**src/rtl/alu_sequencer.sv**
```systemverilog
// alu_sequencer
//   Drives the operation select and operands of a registered 8-operation ALU
//   and captures its result for the 7-segment display path. It sits between
//   the button debouncer and the ALU/segment driver.
//     - Manual mode: each button tick advances one operation.
//     - Auto mode: sweeps all 8 operations and holds each result for DWELL
//       cycles.
//   Operands are latched only on the edge that changes sel. Moving the
//   switches while a result is being evaluated therefore cannot corrupt the
//   captured value.
//
// Parameters
//   DWELL    cycles each result is held in auto mode (>= 1)
//   ALU_LAT  cycles from a sel/operand change to a valid alu_out (>= 1)
//
// Ports
//   clk           in   1  system clock
//   reset         in   1  synchronous, active-high reset
//   btn_tick      in   1  one-cycle pulse from the debouncer
//   mode_auto     in   1  level: 1 = auto sweep, 0 = manual stepping
//   sw_data_1     in   4  operand A switches
//   sw_data_2     in   4  operand B switches
//   alu_out       in   8  ALU result
//   sel           out  3  operation select to the ALU
//   op_a          out  4  latched operand A to the ALU
//   op_b          out  4  latched operand B to the ALU
//   result        out  8  captured result to the display
//   result_valid  out  1  one-cycle pulse when result updates
//   sweep_done    out  1  one-cycle pulse with the sel=7 capture in auto mode
//   busy          out  1  high while waiting on the ALU or capturing
//
// All outputs are registered. The FSM computes the next value of every
// output combinationally, and one register stage holds them all.

module alu_sequencer #(
  parameter int DWELL   = 50_000_000,
  parameter int ALU_LAT = 1
) (
  input  logic       clk,
  input  logic       reset,
  input  logic       btn_tick,
  input  logic       mode_auto,
  input  logic [3:0] sw_data_1,
  input  logic [3:0] sw_data_2,
  input  logic [7:0] alu_out,
  output logic [2:0] sel,
  output logic [3:0] op_a,
  output logic [3:0] op_b,
  output logic [7:0] result,
  output logic       result_valid,
  output logic       sweep_done,
  output logic       busy
);

  // Counter widths. The wait counter counts 0..ALU_LAT-1. The dwell counter
  // is sized to hold DWELL itself, although it only ever reaches DWELL-1.
  localparam int WAIT_W  = (ALU_LAT > 1) ? $clog2(ALU_LAT) : 1;
  localparam int DWELL_W = (DWELL > 1) ? $clog2(DWELL + 1) : 1;

  localparam logic [WAIT_W-1:0]  WAIT_LAST  = WAIT_W'(ALU_LAT - 1);
  localparam logic [DWELL_W-1:0] DWELL_LAST = DWELL_W'(DWELL - 1);

  typedef enum logic [1:0] {
    ST_IDLE    = 2'd0,
    ST_WAIT    = 2'd1,
    ST_CAPTURE = 2'd2,
    ST_DWELL   = 2'd3
  } state_t;

  state_t              state;
  state_t              state_nxt;
  logic [WAIT_W-1:0]   wait_cnt;
  logic [WAIT_W-1:0]   wait_cnt_nxt;
  logic [DWELL_W-1:0]  dwell_cnt;
  logic [DWELL_W-1:0]  dwell_cnt_nxt;

  logic [2:0]          sel_nxt;
  logic [3:0]          op_a_nxt;
  logic [3:0]          op_b_nxt;
  logic [7:0]          result_nxt;
  logic                result_valid_nxt;
  logic                sweep_done_nxt;
  logic                busy_nxt;

  // State and output registers
  always_ff @(posedge clk) begin
    if (reset) begin
      state        <= ST_IDLE;
      wait_cnt     <= '0;
      dwell_cnt    <= '0;
      sel          <= '0;
      op_a         <= '0;
      op_b         <= '0;
      result       <= '0;
      result_valid <= 1'b0;
      sweep_done   <= 1'b0;
      busy         <= 1'b0;
    end else begin
      state        <= state_nxt;
      wait_cnt     <= wait_cnt_nxt;
      dwell_cnt    <= dwell_cnt_nxt;
      sel          <= sel_nxt;
      op_a         <= op_a_nxt;
      op_b         <= op_b_nxt;
      result       <= result_nxt;
      result_valid <= result_valid_nxt;
      sweep_done   <= sweep_done_nxt;
      busy         <= busy_nxt;
    end
  end

  // Next-state and next-output logic
  always_comb begin
    state_nxt        = state;
    wait_cnt_nxt     = wait_cnt;
    dwell_cnt_nxt    = dwell_cnt;
    sel_nxt          = sel;
    op_a_nxt         = op_a;
    op_b_nxt         = op_b;
    result_nxt       = result;
    result_valid_nxt = 1'b0;
    sweep_done_nxt   = 1'b0;

    case (state)
      ST_IDLE: begin
        // Auto has priority over a coincident tick and always restarts the
        // sweep from operation 0.
        if (mode_auto) begin
          sel_nxt      = 3'd0;
          op_a_nxt     = sw_data_1;
          op_b_nxt     = sw_data_2;
          wait_cnt_nxt = '0;
          state_nxt    = ST_WAIT;
        end else if (btn_tick) begin
          sel_nxt      = sel + 3'd1;
          op_a_nxt     = sw_data_1;
          op_b_nxt     = sw_data_2;
          wait_cnt_nxt = '0;
          state_nxt    = ST_WAIT;
        end
      end

      ST_WAIT: begin
        // Ticks are not queued while the ALU settles.
        if (wait_cnt == WAIT_LAST) begin
          wait_cnt_nxt = '0;
          state_nxt    = ST_CAPTURE;
        end else begin
          wait_cnt_nxt = wait_cnt + 1'b1;
        end
      end

      ST_CAPTURE: begin
        result_nxt       = alu_out;
        result_valid_nxt = 1'b1;
        sweep_done_nxt   = mode_auto && (sel == 3'd7);
        // Leaving auto during WAIT/CAPTURE still completes this capture.
        if (mode_auto) begin
          dwell_cnt_nxt = '0;
          state_nxt     = ST_DWELL;
        end else begin
          state_nxt = ST_IDLE;
        end
      end

      ST_DWELL: begin
        if (!mode_auto) begin
          dwell_cnt_nxt = '0;
          state_nxt     = ST_IDLE;
        end else if (btn_tick || (dwell_cnt == DWELL_LAST)) begin
          // A tick skips the remainder of the dwell. sel wraps 7 -> 0
          // through the 3-bit increment.
          sel_nxt       = sel + 3'd1;
          op_a_nxt      = sw_data_1;
          op_b_nxt      = sw_data_2;
          dwell_cnt_nxt = '0;
          wait_cnt_nxt  = '0;
          state_nxt     = ST_WAIT;
        end else begin
          dwell_cnt_nxt = dwell_cnt + 1'b1;
        end
      end

      default: begin
        state_nxt = ST_IDLE;
      end
    endcase

    // busy is registered, so it is derived from the state being entered.
    busy_nxt = (state_nxt == ST_WAIT) || (state_nxt == ST_CAPTURE);
  end

endmodule

```
**config.mk**
```make
export PLATFORM = sky130hd
export DESIGN_NAME = alu_sequencer
export DESIGN_NICKNAME = d
export VERILOG_FILES = /design/src/rtl/alu_sequencer.sv
export SDC_FILE = /design/constraint.sdc
export NUM_CORES = 1
export LEC_CHECK = 0
export CORE_MARGIN = 2
export CORE_UTILIZATION = 46
export DETAILED_ROUTE_END_ITERATION = 10
export PLACE_DENSITY = 0.75
export SLEW_MARGIN = 20
export SYNTH_ARGS = -nofsm -noshare
export SYNTH_HDL_FRONTEND = slang
export SYNTH_SLANG_ARGS = --single-unit
```
**constraint.sdc**
```tcl
create_clock -name clk -period 1.89 [get_ports clk]
set_clock_uncertainty 0.1 [all_clocks]
set_input_delay 0.378 -clock clk [delete_from_list [all_inputs] [get_ports clk]]
set_output_delay 0.378 -clock clk [all_outputs]
set_load 0.005 [all_outputs]
```
==> results.cfg <==
[timing]
tightest_slew_ns = 0.460
setup_tns_ns = -4.55
final_hold_viol_count = 0
setup_ws_ns = -0.145
fin_crit_sh = 1.08
slew_violations = 0
slew-limit-headroom = 0.690
min_period_ns = 2.04
max_freq_mhz = 491
rsz0062_at_grt = yes
setup_violations = 39

[hold_path]
hold_class = reg2reg

[clock_tree]
postCtsSetupRepairBufs = 0
cts_tree = done
clock_path_buffers = 2
clk_pin_slew_ns = 0.10
htreeDepth = 2
clock_sinks = 50
clk_latency_ns = 0.31
numCtsBuffers = 5
cts_root_buffer = clkbuf_8

[power]
p_leak_uw = 0.00120
peakVddDrop_uv = 429
power.share.combinational = 0.148
p_sw_frac = 0.249
p_sw_uw = 523
powerDensity_nw_per_um2 = 670
pwr-share-clk = 0.321
internal_power_uw = 1580
pwr-share-seq = 0.531

[logic_synthesis]
synth_cell_types = 32
synth_seq_area_share = 0.448
ys_ff_latch = 50
synth_area_um2 = 2230
synth_fp_nets = 280
synth_mux_area_frac = 0.0493
yosys.area_share.simple = 0.297
synthXorXnorAreaFrac = 0.0941
synth_fa_ha_area_frac = 0.0168
synth_compound_area_frac = 0.0644
yosysWarnings = 0
synth_area_per_cell_um2 = 8.69
synth_top_family_by_area = simple AND/OR/NAND/NOR gates
synth_cells = 257

[setup_path]
required_ns = 2.00
cp_data_arrival_time_ns = 2.15
crit_path_end_kind = register
critPathLaunchType = register
critPathKind = reg2reg
worstPathMaxFanout = 6

[floorplanning]
start_util = 0.476
coreArea_um2 = 4690
fp.dieH_um = 73.7
dieArea_um2 = 5430
row_count = 25
dieWidth_um = 73.7
pin_count = 42

[outcome]
status = finished, violations left
violations = negative setup slack

[final_layout]
drive_gt1_frac = 0.181
utilization = 0.668
mostFrequentLayoutCell = dfxtp_1
insertedDiodeCount = 0
fill_cells = 384
multi_input_area_um2 = 1210
nNetsFinal = 354
register_area_um2 = 1010
layout_common_cells = dfxtp_1, clkdlybuf4s50_1, nor2_1, buf_4, nand2_1
syn_to_final_growth_pct = 40.3

[global_routing]
grt_pass1_wl_um = 7670
grt_pass1_vias = 1705
track_usage = 0.179
grt_antenna_before_repair = 0
grt_max_degree = 26
overflow = 0

[drt]
antenna_left = 0
viasPerCell = 5.12
wl_met3_um = 188
routed_wirelength_um = 5170
drt_iter0_markers = 162
highest_layer = met4
wl_per_cell_um = 13.4
vias = 1976
drt-pass1-iter-count = 4
drc_errors = 0
wl_met2_um = 2440
wl_met1_um = 2490

[place]
numPortBuffers = 41
gp_congestion = 0.792
hpwl_um = 3460

[job]
drv_cap = 0
[Yosys cell counts]
cell type	instances	area, um2
nand2_1	29	109
xnor2_1	8	70.1
xor2_1	16	140
or3b_1	1	8.76
nor4bb_1	1	10.0
nand4_1	8	50.1
nor2b_1	2	12.5
or2_4	1	8.76
nor2_1	34	128
nor4_1	3	18.8
and4_1	3	26.3
mux2i_1	11	110
a21oi_1	15	75.1
or2_2	1	6.26
o21a_1	2	15.0
ha_1	3	37.5
inv_1	1	3.75
o21a_4	1	15.0
a21o_1	1	7.51
or4_1	1	7.51
and3_1	5	31.3
o311ai_0	1	8.76
nand2b_1	23	144
nand3_1	15	75.1
buf_2	6	30.0
nor3_1	2	10.0
clkbuf_1	6	22.5
o21ai_0	3	15.0
nor4b_1	2	17.5
dfxtp_1	50	1000
buf_6	1	11.3
a22oi_1	1	7.51
[timing repair]
| action | CTS | global route |
|---|---|---|
| setup endpoints to repair | 38 | 39 |
| gates cloned | 1 | 3 |
| hold buffers | 0 | 0 |
| hold endpoints to repair | 0 | 0 |
| resized for setup | 1 | 6 |
| pin swaps | 2 | 4 |
[per-stage QoR]
stage,worst slack [ns],power (uW),instances,area [um2],hold slack [ns]
floorplan,-0.161,1280,257,2260,0.352
global placement,-0.191,1410,374,2930,0.341
detailed placement,-0.242,1420,374,2930,0.346
CTS,-0.151,2080,383,3050,0.360
global route,-0.205,2180,386,3130,0.382
finish,-0.145,2100,386,3130,0.357
[logic make-up after synthesis]
logic type      count (synthesis)
buf+inv                        14
compound gates                 24
fa+ha+maj                       3
flops                          50
simple gates                  131
mux                            11
xor+xnor                       24
[critical path: stages (launching register included)]
cell,delay (ns)
dfxtp_1,0.34
or3b_1,0.35
or4_4,0.49
or2_4,0.29
o21a_4,0.24
mux2i_1,0.13
[registers in the layout (all words and copies together), names as in the netlist]
| register | flops |
|---|---|
| op_a | 4 |
| dwell_cnt | 26 |
| sel | 3 |
| result_valid | 1 |
| result | 8 |
| busy | 1 |
| sweep_done | 1 |
| state | 2 |
| op_b | 4 |
[metal layers]
| layer | global-route usage | up-vias |
|---|---|---|
| met5 | 0 | - |
| met4 | 0.0424 | 0 |
| met3 | 0.0370 | 5 |
| met2 | 0.291 | 41 |
| met1 | 0.245 | 912 |
| li1 | - | 1018 |
[power by group through the flow]
stage / combinational [uW] / clock (uW) / sequential, uW
6_report: 312 / 673 / 1120
5_1_grt: 337 / 728 / 1120
4_1_cts: 287 / 682 / 1110
3_5_place_dp: 277 / 0 / 1140
3_3_place_gp: 272 / 0 / 1140
2_1_floorplan: 143 / 0 / 1140
[final timing paths]
path	startpoint	end	slack, ns	cells past startpoint
max	dwell_cnt[25]$_SDFFE_PP0P_	op_a[1]$_SDFFE_PP0P_	-0.15	5
min	result[5]$_SDFFE_PP0P_	result[5]$_SDFFE_PP0P_	0.36	2
max reg2reg	dwell_cnt[25]$_SDFFE_PP0P_	op_a[1]$_SDFFE_PP0P_	-0.15	5
min reg2reg	result[5]$_SDFFE_PP0P_	result[5]$_SDFFE_PP0P_	0.36	2
[cell type report]
type | instances | share of cell area
inverters | 1 | 0.00120
clock inverters | 2 | 0.00559
well taps | 54 | 0.0216
multi-input cells | 194 | 0.386
clock buffers | 6 | 0.0264
repair buffers | 79 | 0.238
flip-flops and latches | 50 | 0.321
(Power assumes the default switching activity.)
